<file path="config.mk">
export PLATFORM = sky130hd
export DESIGN_NAME = pipelined_adder
export DESIGN_NICKNAME = d
export VERILOG_FILES = /design/src/rtl/pipelined_adder.sv
export SDC_FILE = /design/constraint.sdc
export NUM_CORES = 1
export LEC_CHECK = 0
export BUFFER_PORTS_ARGS = -buffer_cell sky130_fd_sc_hd__buf_2
export CAP_MARGIN = 10
export CORE_ASPECT_RATIO = 0.7
export CORE_UTILIZATION = 30
export DETAILED_ROUTE_END_ITERATION = 12
export GPL_TIMING_DRIVEN = 0
export PLACE_DENSITY = 0.61
export SLEW_MARGIN = 30
export SYNTH_ARGS = -nofsm -noshare
export SYNTH_HDL_FRONTEND = slang
export SYNTH_SLANG_ARGS = --single-unit
export TNS_END_PERCENT = 50
</file>
<file path="constraint.sdc">
create_clock -name clk -period 4.9 [get_ports clk]
set_input_delay 0.735 -clock clk [delete_from_list [all_inputs] [get_ports clk]]
set_output_delay 0.735 -clock clk [all_outputs]
set_load 0.02 [all_outputs]
</file>
<file path="src/rtl/pipelined_adder.sv">
// pipelined_adder: N-bit adder/subtractor with the carry chain split into
// STAGES equal chunks, one register boundary per chunk. Valid/ready on both
// sides; a single global enable advances or holds every stage together.
module pipelined_adder #(
  parameter int unsigned N      = 8,
  parameter int unsigned STAGES = 2
) (
  input  logic         clk,
  input  logic         rst,
  input  logic [N-1:0] A,
  input  logic [N-1:0] B,
  input  logic         Cin,
  input  logic         Sub,
  input  logic         in_valid,
  output logic         in_ready,
  output logic [N-1:0] Sum,
  output logic         Cout,
  output logic         Ovf,
  output logic         out_valid,
  input  logic         out_ready
);

  localparam int unsigned CHUNK = N / STAGES;
  localparam int unsigned LAST  = STAGES - 1;

  // Per-stage registers: skewed operands, partial sum, chunk carry-out, valid.
  // Operand registers keep the full width; each stage only consumes its own chunk.
  logic [N-1:0] a_q [STAGES];
  logic [N-1:0] a_d [STAGES];
  logic [N-1:0] b_q [STAGES];
  logic [N-1:0] b_d [STAGES];
  logic [N-1:0] s_q [STAGES];
  logic [N-1:0] s_d [STAGES];
  logic         c_q [STAGES];
  logic         c_d [STAGES];
  logic         v_q [STAGES];
  logic         v_d [STAGES];
  logic         ovf_q;
  logic         ovf_d;

  // Values presented to each stage's adder (inputs for stage 0, previous register otherwise).
  logic [N-1:0] in_a [STAGES];
  logic [N-1:0] in_b [STAGES];
  logic [N-1:0] in_s [STAGES];
  logic         in_c [STAGES];
  logic [CHUNK:0] csum;

  logic en;

  assign en        = !v_q[LAST] || out_ready;
  assign in_ready  = en;
  assign Sum       = s_q[LAST];
  assign Cout      = c_q[LAST];
  assign Ovf       = ovf_q;
  assign out_valid = v_q[LAST];

  // Stage input selection: stage 0 takes the port operands (B inverted for subtract,
  // carry-in forced to 1), later stages take the previous stage's registers.
  always_comb begin
    in_a[0] = A;
    in_b[0] = B ^ {N{Sub}};
    in_s[0] = '0;
    in_c[0] = Sub ? 1'b1 : Cin;
    v_d[0]  = in_valid;
    for (int unsigned k = 1; k < STAGES; k++) begin
      in_a[k] = a_q[k-1];
      in_b[k] = b_q[k-1];
      in_s[k] = s_q[k-1];
      in_c[k] = c_q[k-1];
      v_d[k]  = v_q[k-1];
    end
  end

  // Chunk adders: stage k fills in sum chunk k and passes everything else forward.
  // Overflow = carry into MSB ^ carry out; carry into MSB recovered as a^b^sum at the MSB.
  always_comb begin
    csum = '0;
    for (int unsigned k = 0; k < STAGES; k++) begin
      csum = {1'b0, in_a[k][k*CHUNK +: CHUNK]}
           + {1'b0, in_b[k][k*CHUNK +: CHUNK]}
           + {{CHUNK{1'b0}}, in_c[k]};
      a_d[k] = in_a[k];
      b_d[k] = in_b[k];
      s_d[k] = in_s[k];
      s_d[k][k*CHUNK +: CHUNK] = csum[CHUNK-1:0];
      c_d[k] = csum[CHUNK];
    end
    ovf_d = in_a[LAST][N-1] ^ in_b[LAST][N-1] ^ s_d[LAST][N-1] ^ c_d[LAST];
  end

  // Pipeline registers: synchronous reset clears everything; otherwise all stages
  // advance together on en, so bubbles are never compressed.
  always_ff @(posedge clk) begin
    if (rst) begin
      for (int unsigned k = 0; k < STAGES; k++) begin
        a_q[k] <= '0;
        b_q[k] <= '0;
        s_q[k] <= '0;
        c_q[k] <= 1'b0;
        v_q[k] <= 1'b0;
      end
      ovf_q <= 1'b0;
    end else if (en) begin
      for (int unsigned k = 0; k < STAGES; k++) begin
        a_q[k] <= a_d[k];
        b_q[k] <= b_d[k];
        s_q[k] <= s_d[k];
        c_q[k] <= c_d[k];
        v_q[k] <= v_d[k];
      end
      ovf_q <= ovf_d;
    end
  end

endmodule

</file>
## After elaboration in Yosys (flattened, before gate mapping)

Memory sizes are Yosys's and may differ from the RTL's.
Cells that the tools add are included.
Widths: inputs -> output; s select.

- Bits of input ports: 22
- Word-level logic and storage cells: 42
- Bits in writable memories: 52
- Memories: 5
- Flip-flop bits (word level): 1

- Add/subtract/negate cells: 4
- Bitwise operators: 14
- Mux-type cells: 16
- Reductions and logical operators: 2

Memory list:

| memory | depth | width | read ports | clocked after memory_dff | wr ports | line | source |
|---|---|---|---|---|---|---|---|
| a_q | 2 | 8 | 1 | 0 | 2 | 28 | `logic [N-1:0] a_q [STAGES];` |
| b_q | 2 | 8 | 1 | 0 | 2 | 30 | `logic [N-1:0] b_q [STAGES];` |
| s_q | 2 | 8 | 2 | 0 | 2 | 32 | `logic [N-1:0] s_q [STAGES];` |
| c_q | 2 | 1 | 2 | 0 | 2 | 34 | `logic c_q [STAGES];` |
| v_q | 2 | 1 | 2 | 0 | 2 | 36 | `logic v_q [STAGES];` |

Operators by type and width:

| cell | count |
|---|---|
| $mux 8 | 6 |
| $add 4x4->5 | 2 |
| $add 5x1->5 | 2 |
| $mux 1 | 10 |
| $or 1x1->1 | 10 |
| $xor 8x8->8 | 1 |
| $xor 1x1->1 | 3 |
| $logic_not 1->1 | 1 |
| $logic_or 1x1->1 | 1 |

## Logic depth before layout (Yosys ltp)

An unclocked memory read counts as a cell.

- Word-level depth: 7
- Mapped depth: 7
- Depth with buffers taken out: 7

## Worst setup path after synthesis

Ideal clock, no wire load.

- Path kind: input to register
- From: in Sub
- To: mem c_q[0][0], data pin
- Arrival: 2.339 ns
- Path slack: 2.305 ns
- Required time: 4.643 ns
- Library setup time: 0.257 ns
- Stages: 7
- Path through: buf_2 -> or2_2 -> fa_1 -> fa_1 -> a21o_1 -> a21oi_1 -> nor2_1

RTL lines:

| item | line | source |
|---|---|---|
| start: declaration | 13 | `input logic Sub,` |
| end: declaration | 34 |  |

==> summary.txt <==
Run status
  • Status: finished, final reports clean

Pwr
  • P_int: 0.3657 mW
  • Pleak: 0.7113 nW
  • Pwr Total: 0.4918 mW
  • Reg power frac: 0.549
  • Pwr dens: 316.5 mW/mm²
  • Sw frac: 0.2565
  • Clock network power share: 0.240
  • Combinational share of power: 0.212
  • Total net switching power: 0.1262 mW
  • Max VDD drop: 0.1043 mV

Clocking
  • Clock root buffer: clkbuf_8
  • Cts hold-fix bufs: 0
  • Longest Clk Path Bufs: 2
  • CTS tree: done
  • # Post-CTS Setup Buffers: 0
  • Skew-Pair Late Insertion Delay: 260 ps
  • H-tree depth: 1
  • Post_cts resized: 0
  • Clock transition at the registers of the reported paths: 80 ps
  • Num CTS Buffers: 3
  • Clock sinks: 25

Floorplanning
  • Die footprint: 0.004545 mm²
  • Die Wd: 80.15 µm
  • Die height: 56.71 µm
  • # IOs: 34
  • Starting Density: 0.3192
  • Core Box Area: 0.004018 mm²
  • FP Rows: 19

STA
  • Slew at the pin closest to its max-slew limit: 558.9 ps
  • Max-slew headroom: 0.6274
  • Worst hold margin: 510.9 ps
  • Final Hold Viols: 0
  • Setup_tns: 0 ps
  • Clock period minus worst slack: 2422 ps
  • Tcrit/Tclk final: 0.4943
  • Max Slew Vio Count: 0
  • Final setup viols: 0
  • RSZ-0062 raised after global routing: false
  • Setup Skew: 2.451 ps
  • Maximum clock rate: 412.9 MHz

Place
  • DP Wirelength: 1606 µm
  • Port Buffers: 32
  • GP Congestion: 0.6915
  • Placed cell count: 179
  • Post-DP Area: 0.001508 mm²

Job
  • Max Cap Violations: 0

Finish
  • Layout Nets: 164
  • Most frequent cells in the layout: buf_2, edfxtp_1, and2_1
  • Most common cell after layout, fill and taps aside: buf_2
  • Layout cell share with drive strength beyond 1: 0.3435
  • Post-Layout Cell Count: 183
  • FILL cells: 405
  • Final instance area: 0.001554 mm²
  • Area growth syn-to-layout: 21.17%
  • Inserted Diodes: 0

Detailed routing
  • DRT iter0 DRCs: 8
  • DRT Pass-1 Iters: 4
  • Via count: 767
  • Drt total wl: 2025 µm
  • Final ANT Viol Nets: 0
  • Via density per instance: 4.191
  • WL per Instance: 11.07 µm
  • Drc violations: 0

Global route
  • Initial antenna violation count: 0
  • Total track usage: 0.1024
  • Overflow after GRT: 0
  • Vias in the first global route: 799
  • First-pass GRT wire length: 3498 µm
  • Largest net degree at the start of global routing: 25

Setup path
  • Worst EP required: 4920 ps
  • Critical path capture point type: flop
  • Crit path launch type: primary input
  • Setup CP Type: in -> reg
  • Critical-path maximum fanout: 9
  • Crit path DAT: 2440 ps

Yosys
  • Netlist cell types: 19
  • Async S/R FF share, synth: 0
  • Yosys reg bits: 25
  • Mapped Area: 0.001282 mm²
  • Prevailing post-synth register cell: edfxtp_1
  • Yosys warns: 0
  • Post-synth EDFFs: 24
  • Post-synthesis sequential area ratio: 0.5776
  • Synth Net Count: 127
  • Post-Syn Instances: 95
  • Avg Cell Area, Syn: 13.50 µm²

Hold path
  • Worst hold-check path type: reg -> reg
critical path, stage by stage:
cell,delay [ps]
buf_2,170
or2_2,320
fa_1,410
fa_1,430
a21o_1,180
a21oi_1,140
nor2_1,50
cells in the mapped netlist, types with 2 or more instances:
library cell / n / share of area
xnor2_1: 5 / 0.034
or2_2: 2 / 0.0098
buf_2: 2 / 0.0078
nor2_1: 13 / 0.038
nand2b_1: 2 / 0.0098
and2_1: 14 / 0.068
fa_1: 4 / 0.062
inv_1: 3 / 0.0088
xor2_1: 8 / 0.055
ha_1: 6 / 0.059
a21o_1: 3 / 0.018
a21oi_2: 2 / 0.014
a21oi_1: 2 / 0.0078
edfxtp_1: 24 / 0.56
metrics by stage:
stage / worst slack (ps) / utilization
5_1_grt: 2431 / 0.3868
4_1_cts: 2480 / 0.3868
3_5_place_dp: 2202 / 0.3753
2_1_floorplan: 2305 / -
3_3_place_gp: 2217 / 0.3753
6_report: 2478 / 0.3868
cell type report:
| class | count | area, µm² | share of cell area |
|---|---|---|---|
| clock inverter | 1 | 5.005 | 0.003221 |
| clock buffer | 3 | 41.29 | 0.02657 |
| inverter | 3 | 11.26 | 0.007246 |
| tap | 52 | 65.06 | 0.04187 |
| buffer | 3 | 15.01 | 0.009662 |
| sequential | 25 | 740.7 | 0.4767 |
| multi-input combinational | 64 | 515.5 | 0.3317 |
| timing repair buffer | 32 | 160.2 | 0.1031 |
worst paths after layout:
kind | startpoint | end | slack (ps) | cells past startpoint
min reg2reg | Ovf$_SDFFE_PP0P_ | Ovf$_SDFFE_PP0P_ | 510 | 2
max reg2reg | a_q[0][4]$_SDFFCE_PN0P_ | Ovf$_SDFFE_PP0P_ | 3110 | 7
max | Sub | c_q[0][0]$_SDFFCE_PN0P_ | 2480 | 7
min | Ovf$_SDFFE_PP0P_ | Ovf$_SDFFE_PP0P_ | 510 | 2
registers in the layout, indices dropped and copies added, names as in the netlist:
| signal | flops |
|---|---|
| s_q | 12 |
| a_q | 4 |
| b_q | 4 |
| c_q | 2 |
| v_q | 2 |
| Ovf | 1 |
per-layer routing:
metal  global-route usage  share of wire
met1               0.1333           0.48
met2               0.1636           0.43
met3              0.03577          0.080
met4              0.02296         0.0069
met5                    0              0
power groups by stage:
stage          registers, mW  clock network (mW)  logic, mW
2_1_floorplan          0.290                   0     0.0562
3_3_place_gp           0.274                   0      0.102
3_5_place_dp           0.275                   0      0.105
4_1_cts                0.270               0.121      0.106
5_1_grt                0.272               0.132      0.117
6_report               0.270               0.118      0.104
kinds of logic after synthesis:
group	after synthesis	share of synthesized area
xor+xnor	13	0.08878
buf+inv	6	0.02048
compound gates	8	0.04488
fa+ha+maj	10	0.1210
flops	25	0.5776
simple gates	33	0.1473
Note: power is estimated with default switching activity, not from simulation.
